**src/rtl/tdm_pkg.sv**
```systemverilog
// tdm_pkg: shared types and defaults for the TDM mux/demux pair
package tdm_pkg;
  localparam int N_CH_DEF = 4;
  localparam int DW_DEF = 8;
  typedef enum logic {HUNT, LOCKED} state_t;
  function automatic int cnt_w(input int n);
    return (n > 1) ? $clog2(n) : 1;
  endfunction
endpackage

```
**src/rtl/tdm_chan_counter.sv**
```systemverilog
// tdm_chan_counter: modulo-N_CH channel counter with load-to-1, clear and last flag
module tdm_chan_counter
  import tdm_pkg::*;
#(
  parameter int N_CH = N_CH_DEF,
  parameter int CW = cnt_w(N_CH)
) (
  input  logic          clk,
  input  logic          rst_n,
  input  logic          i_load1,
  input  logic          i_clear,
  input  logic          i_inc,
  output logic [CW-1:0] o_cnt,
  output logic          o_last
);
  logic [CW-1:0] r_cnt;
  assign o_cnt = r_cnt;
  assign o_last = r_cnt == CW'(N_CH - 1);
  always_ff @(posedge clk) begin
    if (!rst_n || i_clear) r_cnt <= '0;
    else if (i_load1) r_cnt <= CW'(1);
    else if (i_inc) r_cnt <= o_last ? '0 : r_cnt + 1'b1;
  end
endmodule

```
**src/rtl/tdm_demux.sv**
```systemverilog
// tdm_demux: frame-aligned TDM receiver routing each beat to a registered channel slice
module tdm_demux
  import tdm_pkg::*;
#(
  parameter int N_CH = N_CH_DEF,
  parameter int DW = DW_DEF
) (
  input  logic             clk,
  input  logic             rst_n,
  input  logic [DW-1:0]    din,
  input  logic             din_valid,
  input  logic             frame_sync,
  output logic [N_CH*DW-1:0] dout,
  output logic [N_CH-1:0]  dout_valid,
  output logic             frame_done,
  output logic             sync_err,
  output logic             locked
);
  localparam int CW = cnt_w(N_CH);
  state_t r_state, w_next;
  logic [CW-1:0] w_cnt, w_ch;
  logic w_last, w_zero, w_sync, w_wr, w_inc, w_clear, w_err, w_done;
  logic [N_CH*DW-1:0] r_dout;
  logic [N_CH-1:0] r_dv;
  logic r_done, r_err;
  tdm_chan_counter #(.N_CH(N_CH), .CW(CW)) u_cnt (
    .clk     (clk),
    .rst_n   (rst_n),
    .i_load1 (w_sync),
    .i_clear (w_clear),
    .i_inc   (w_inc),
    .o_cnt   (w_cnt),
    .o_last  (w_last)
  );
  // A qualified sync always restarts the frame at channel 0, from either state.
  always_comb begin
    w_sync = din_valid && frame_sync;
    w_zero = w_cnt == '0;
    w_inc = din_valid && !frame_sync && r_state == LOCKED && !w_zero;
    w_clear = din_valid && !frame_sync && r_state == LOCKED && w_zero;
    w_wr = w_sync || w_inc;
    w_ch = w_sync ? '0 : w_cnt;
    w_err = (w_sync && r_state == LOCKED && !w_zero) || w_clear;
    w_done = w_inc && w_last;
    w_next = w_sync ? LOCKED : w_clear ? HUNT : r_state;
  end
  always_ff @(posedge clk) begin
    if (!rst_n) begin
      r_state <= HUNT;
      r_dout <= '0;
      r_dv <= '0;
      r_done <= 1'b0;
      r_err <= 1'b0;
    end else begin
      r_state <= w_next;
      r_dv <= w_wr ? N_CH'(1) << w_ch : '0;
      r_done <= w_done;
      r_err <= w_err;
      for (int k = 0; k < N_CH; k++)
        if (w_wr && w_ch == CW'(k)) r_dout[k*DW +: DW] <= din;
    end
  end
  assign dout = r_dout;
  assign dout_valid = r_dv;
  assign frame_done = r_done;
  assign sync_err = r_err;
  assign locked = r_state == LOCKED;
endmodule

```
**config.mk**
```make
export PLATFORM = sky130hd
export DESIGN_NAME = tdm_demux
export DESIGN_NICKNAME = d
export VERILOG_FILES = /design/src/rtl/tdm_pkg.sv /design/src/rtl/tdm_chan_counter.sv /design/src/rtl/tdm_demux.sv
export SDC_FILE = /design/constraint.sdc
export NUM_CORES = 1
export LEC_CHECK = 0
export CORE_UTILIZATION = 51
export CTS_CLUSTER_DIAMETER = 120
export DETAILED_ROUTE_END_ITERATION = 7
export PLACE_DENSITY_LB_ADDON = 0.3
export SLEW_MARGIN = 30
export SYNTH_ARGS = -nofsm -noshare
export SYNTH_HDL_FRONTEND = slang
export SYNTH_SLANG_ARGS = --single-unit
export TNS_END_PERCENT = 50
```
**constraint.sdc**
```tcl
create_clock -name clk -period 4.8 [get_ports clk]
set_input_delay 0.96 -clock clk [delete_from_list [all_inputs] [get_ports clk]]
set_output_delay 0.96 -clock clk [all_outputs]
set_load 0.02 [all_outputs]
```
## Word-level counts from Yosys, hierarchy flattened

Index checks and enable logic that the tools add are counted.

| storage, ports and cells | value |
|---|---|
| bits in registers | 41 |

| cells by class | value |
|---|---|
| add/subtract/negate cells | 1 |
| eq/ne operators | 4 |
| shift-type cells | 1 |
| muxes and demuxes | 6 |
| reduce and logical (&&, ||, !) cells | 24 |

Operators by type and width:

| kind | count |
|---|---|
| $logic_and 1x1->1 | 12 |
| $eq 2x2->1 const B | 3 |
| $logic_not 2->1 | 2 |
| $mux 1 | 4 |
| $mux 2 | 2 |
| $reduce_bool 2->1 | 2 |
| $shl 1x2->4 const A | 1 |
| $logic_not 1->1 | 3 |
| $logic_or 1x1->1 | 3 |
| $add 2x1->2 const B | 1 |
| $eq 2x1->1 const B | 1 |
| $reduce_and 2->1 | 1 |
| $reduce_or 2->1 | 1 |

## Longest topological paths before layout

| depth | value |
|---|---|
| depth after elaboration | 6 |
| mapped depth | 8 |
| gate-level depth less buffers | 5 |

## Modules after synthesis

From an unflattened synthesis, not the netlist that was laid out.

| unflattened totals | value |
|---|---|
| cell total of the unflattened synthesis | 159 |
| area, all modules | 1517.7 µm² |

By module, submodules not included:

| module | times used | cells an instance | area an instance (µm²) | sequential area each (µm²) |
|---|---|---|---|---|
| tdm_demux | 1 | 149 | 1418.9 | 780.7 |
| tdm_chan_counter | 1 | 10 | 98.8 | 40.0 |

## Worst setup path before layout

Ideal clock, no wire load.

| timing path | value |
|---|---|
| path type | input -> register |
| start point | input port frame_sync |
| end point | register r_dout[24], in the netlist dout[24] |
| library setup time | 0.072 ns |
| arrival | 1.759 ns |
| data required time | 4.728 ns |
| setup slack | 2.969 ns |
| stages | 4 |
| buffers on the path | 1 |
| cells stage by stage | and4bb_4 > and3_4 > buf_12 > mux2i_1 |

| between the ends | value |
|---|---|
| word-level cells in the longest chain between the ends | 6 |
| elaborated cells between the ends (all ways) | 9 |
| those cells by class | eq/ne: 1; mux: 1; reduce/logical: 7 |

RTL lines:

| item | line | source |
|---|---|---|
| from (decl) | tdm_demux.sv:12 | `input logic frame_sync,` |
| $logic_not 1->1 | tdm_demux.sv:39 | `w_inc = din_valid && !frame_sync && r_state == LOCKED && !w_zero;` |
| $logic_and 1x1->1 (3 in series) | tdm_demux.sv:39 |  |
| $logic_or 1x1->1 | tdm_demux.sv:41 | `w_wr = w_sync \|\| w_inc;` |
| $logic_and 1x1->1 (*) | tdm_demux.sv:60 | `if (w_wr && w_ch == CW'(k)) r_dout[k*DW +: DW] <= din;` |
| to (signal, indexed assignment) | tdm_demux.sv:60 |  |
| to (decl) | tdm_demux.sv:23 | `logic [N_CH*DW-1:0] r_dout;` |

Every way passes the cells marked *; elsewhere a longest branch is shown, timed or not.
A chain may end at the register's enable or synchronous reset.

## Worst setup path after layout

| timing path | value |
|---|---|
| start point | input port din_valid |
| end point | register r_dout[3], in the netlist dout[3] |

| between the ends | value |
|---|---|
| word-level cells in the longest chain between the ends | 5 |
| elaborated cells between the ends (all ways) | 8 |
| those cells by class | mux: 1; reduce/logical: 7 |

RTL lines:

| item | line | source |
|---|---|---|
| from (decl) | tdm_demux.sv:11 | `input logic din_valid,` |
| $logic_and 1x1->1 (3 in series) | tdm_demux.sv:39 |  |
| $logic_or 1x1->1 | tdm_demux.sv:41 |  |
| $logic_and 1x1->1 (*) | tdm_demux.sv:60 |  |

Marked as above.

==> flow_summary.json <==
{
  "crit_path_start_kind": "input pin",
  "syn_inst": 185,
  "peakVddDrop_uv": 198,
  "synth_cell_types": 32,
  "cp_data_required_time_ns": 5.00,
  "post_drt_wl_per_cell_um": 14.4,
  "outcome": "finished, final reports clean",
  "die_h_um": 61.9,
  "grt_start_max_net_pins": 73,
  "drc": 0,
  "grt_pass1_wl_um": 6270,
  "power_density_mw_per_mm2": 279,
  "num_vias": 1529,
  "dr.pass1.iters": 4,
  "ys_seq_area_share_pct": 44.9,
  "finalHoldViolCount": 0,
  "rows": 21,
  "ys_top_cells_by_area": "dfxtp_1, mux2i_1, nand2_1",
  "cp.arrival_ns": 2.78,
  "hold_class": "flop to flop",
  "grt_overflow": 0,
  "fin_skew_ns": 0.00284,
  "grt_pass1_vias": 1393,
  "htree_levels": 2,
  "synth_area_mm2": 0.00183,
  "dpl.hpwl_um": 2700,
  "vias_per_cell": 5.60,
  "cp_slowest_cell": "clkdlybuf4s50_1",
  "final-setup-viol-count": 0,
  "period_share_pct": 53.7,
  "whs_ns": 0.467,
  "die_area_mm2": 0.00383,
  "wirelength_um": 3940,
  "place.gp.congestion": 0.733,
  "final_antenna_net_count": 0,
  "synth_common_cells": "dfxtp_1, nand2_1, mux2i_1",
  "slew_headroom_pct": 47.4,
  "cp_num_buf_inv": 2,
  "seqPwrFrac_pct": 53.9,
  "power_frac_comb_pct": 10.2,
  "ioPinCount": 51,
  "worstMarginPinSlew_ns": 0.785,
  "crit_path_cell_trace": "clkdlybuf4s50_1, clkinv_1, a31oi_1, o211ai_1",
  "num_antenna_cells": 0,
  "switching_share_pct": 24.0,
  "layout-drive-gt1-share_pct": 6.61,
  "synth_flop_cell": "dfxtp_1",
  "yosysWarnings": 0,
  "drt_iter0_drc": 80,
  "synth_seq_cells": 41,
  "max_cap_viol_count": 0,
  "drv_slew": 0,
  "fin_nets": 240,
  "cts_tree": "done",
  "cts-buffers-inserted": 5,
  "antenna_found_initial": 0,
  "p_leak_nw": 0.911,
  "async_flop_share_pct": 0,
  "core-area_mm2": 0.00339,
  "rsz0062_at_grt": "false",
  "min_period_ns": 2.58,
  "grt_usage_pct": 22.1,
  "synth_edf_count": 0,
  "max_freq_mhz": 388,
  "pwr-share-clk_pct": 35.9,
  "fillCellCount": 266,
  "cp_top_family": "buffers and inverters",
  "netlist.area_leader.share_pct": 44.9,
  "avgSynthCellArea_um2": 9.88,
  "post_cts_buffers": 0,
  "worstSetupPathType": "input pin to flop",
  "cts.sinks": 41,
  "area_growth_pct": 29.0,
  "synth_most_common_cell": "dfxtp_1",
  "critPathCaptureType": "flop",
  "p_int_uw": 500,
  "tns_ns": 0,
  "yosysTopAreaCell": "dfxtp_1",
  "path_clk_slew_ns": 0.12,
  "start_util_pct": 53.9,
  "slowest_delay_ns": 0.93,
  "p_sw_uw": 158,
  "die_x_um": 61.9,
  "cp_max_fo": 23,
  "io_buffers": 50,
  "clockBufferDepth": 2,
  "worstSkewPairLatency_ns": 0.34,
  "ctsHoldBuffers": 0,
  "synth_fp_nets": 199,
  "ctsResizeCount": 0,
  "root_buffer": "clkbuf_4"
}
[flip-flops by register name, summed over array words and instances (netlist names)]
register and cells:
dout 32, dout_valid 4, frame_done 1, locked 1, sync_err 1, u_cnt.o_cnt 2
[layer usage]
layer  wire [um]  track usage, %
met1        1730            28.8
met2        2000            35.9
met3         185            5.38
met4          33            7.94
met5           0               0
[layout make-up]
cell class / count / area (um2) / area share, %
multi-input combinational: 125 / 881 / 37.4
tap: 46 / 57.6 / 2.44
sequential: 41 / 821 / 34.8
clock buffer: 6 / 51.3 / 2.18
inverter: 3 / 11.3 / 0.478
clock inverter: 2 / 37.5 / 1.59
timing repair buffer: 50 / 498 / 21.1
[power by group through the flow]
stage | Sequential, mW | Combinational [mW] | Clock (mW)
floorplan | 0.366 | 0.0353 | 0
global placement | 0.361 | 0.0640 | 0
detailed placement | 0.361 | 0.0659 | 0
CTS | 0.354 | 0.0662 | 0.238
global route | 0.355 | 0.0720 | 0.252
finish | 0.354 | 0.0670 | 0.236
[kinds of logic after synthesis]
kind of cell	Yosys count	share of synthesized area, %
compound gates	22	8.56
xor+xnor	1	0.479
fa+ha+maj	2	1.37
buf+inv	19	6.91
flops	41	44.9
mux	24	13.1
simple gates	76	24.6
[placed cells by master (no fill, tap or decap), drive strengths merged, types with 2 or more instances in the layout]
cell type	instances
ha	2
clkbuf	6
and4	8
dfxtp	41
clkdlybuf4s50	49
mux2i	24
a21boi	2
nand4	8
nand3b	8
nor2	4
nor4b	2
nand2	38
o211ai	8
nand3	3
inv	2
and3	2
a31oi	8
[through the flow]
step                power (mW)  worst slack (ns)  instance area (um2)  utilization, %  cells
floorplan                0.402              2.97                 1830               -    185
global placement         0.425              2.00                 2270            66.9    265
detailed placement       0.427              1.93                 2270            66.9    265
CTS                      0.658              2.30                 2350            69.5    273
global route             0.680              2.13                 2360            69.5    273
finish                   0.658              2.22                 2360            69.5    273
[worst paths after layout]
path	from	endpoint	slack (ns)	cells after the start
max	din_valid	dout[3]	2.22	4
min	dout[13]	dout[13]	0.47	2
min reg2reg	dout[13]	dout[13]	0.47	2
max reg2reg	u_cnt.o_cnt[0]	dout[4]	2.63	5
[worst min-delay path: stages, from the launching register on]
cell and delay, ns:
dfxtp_1 0.33, nand2_1 0.05, mux2i_1 0.05
Note: power is estimated with default switching activity, not from simulation.
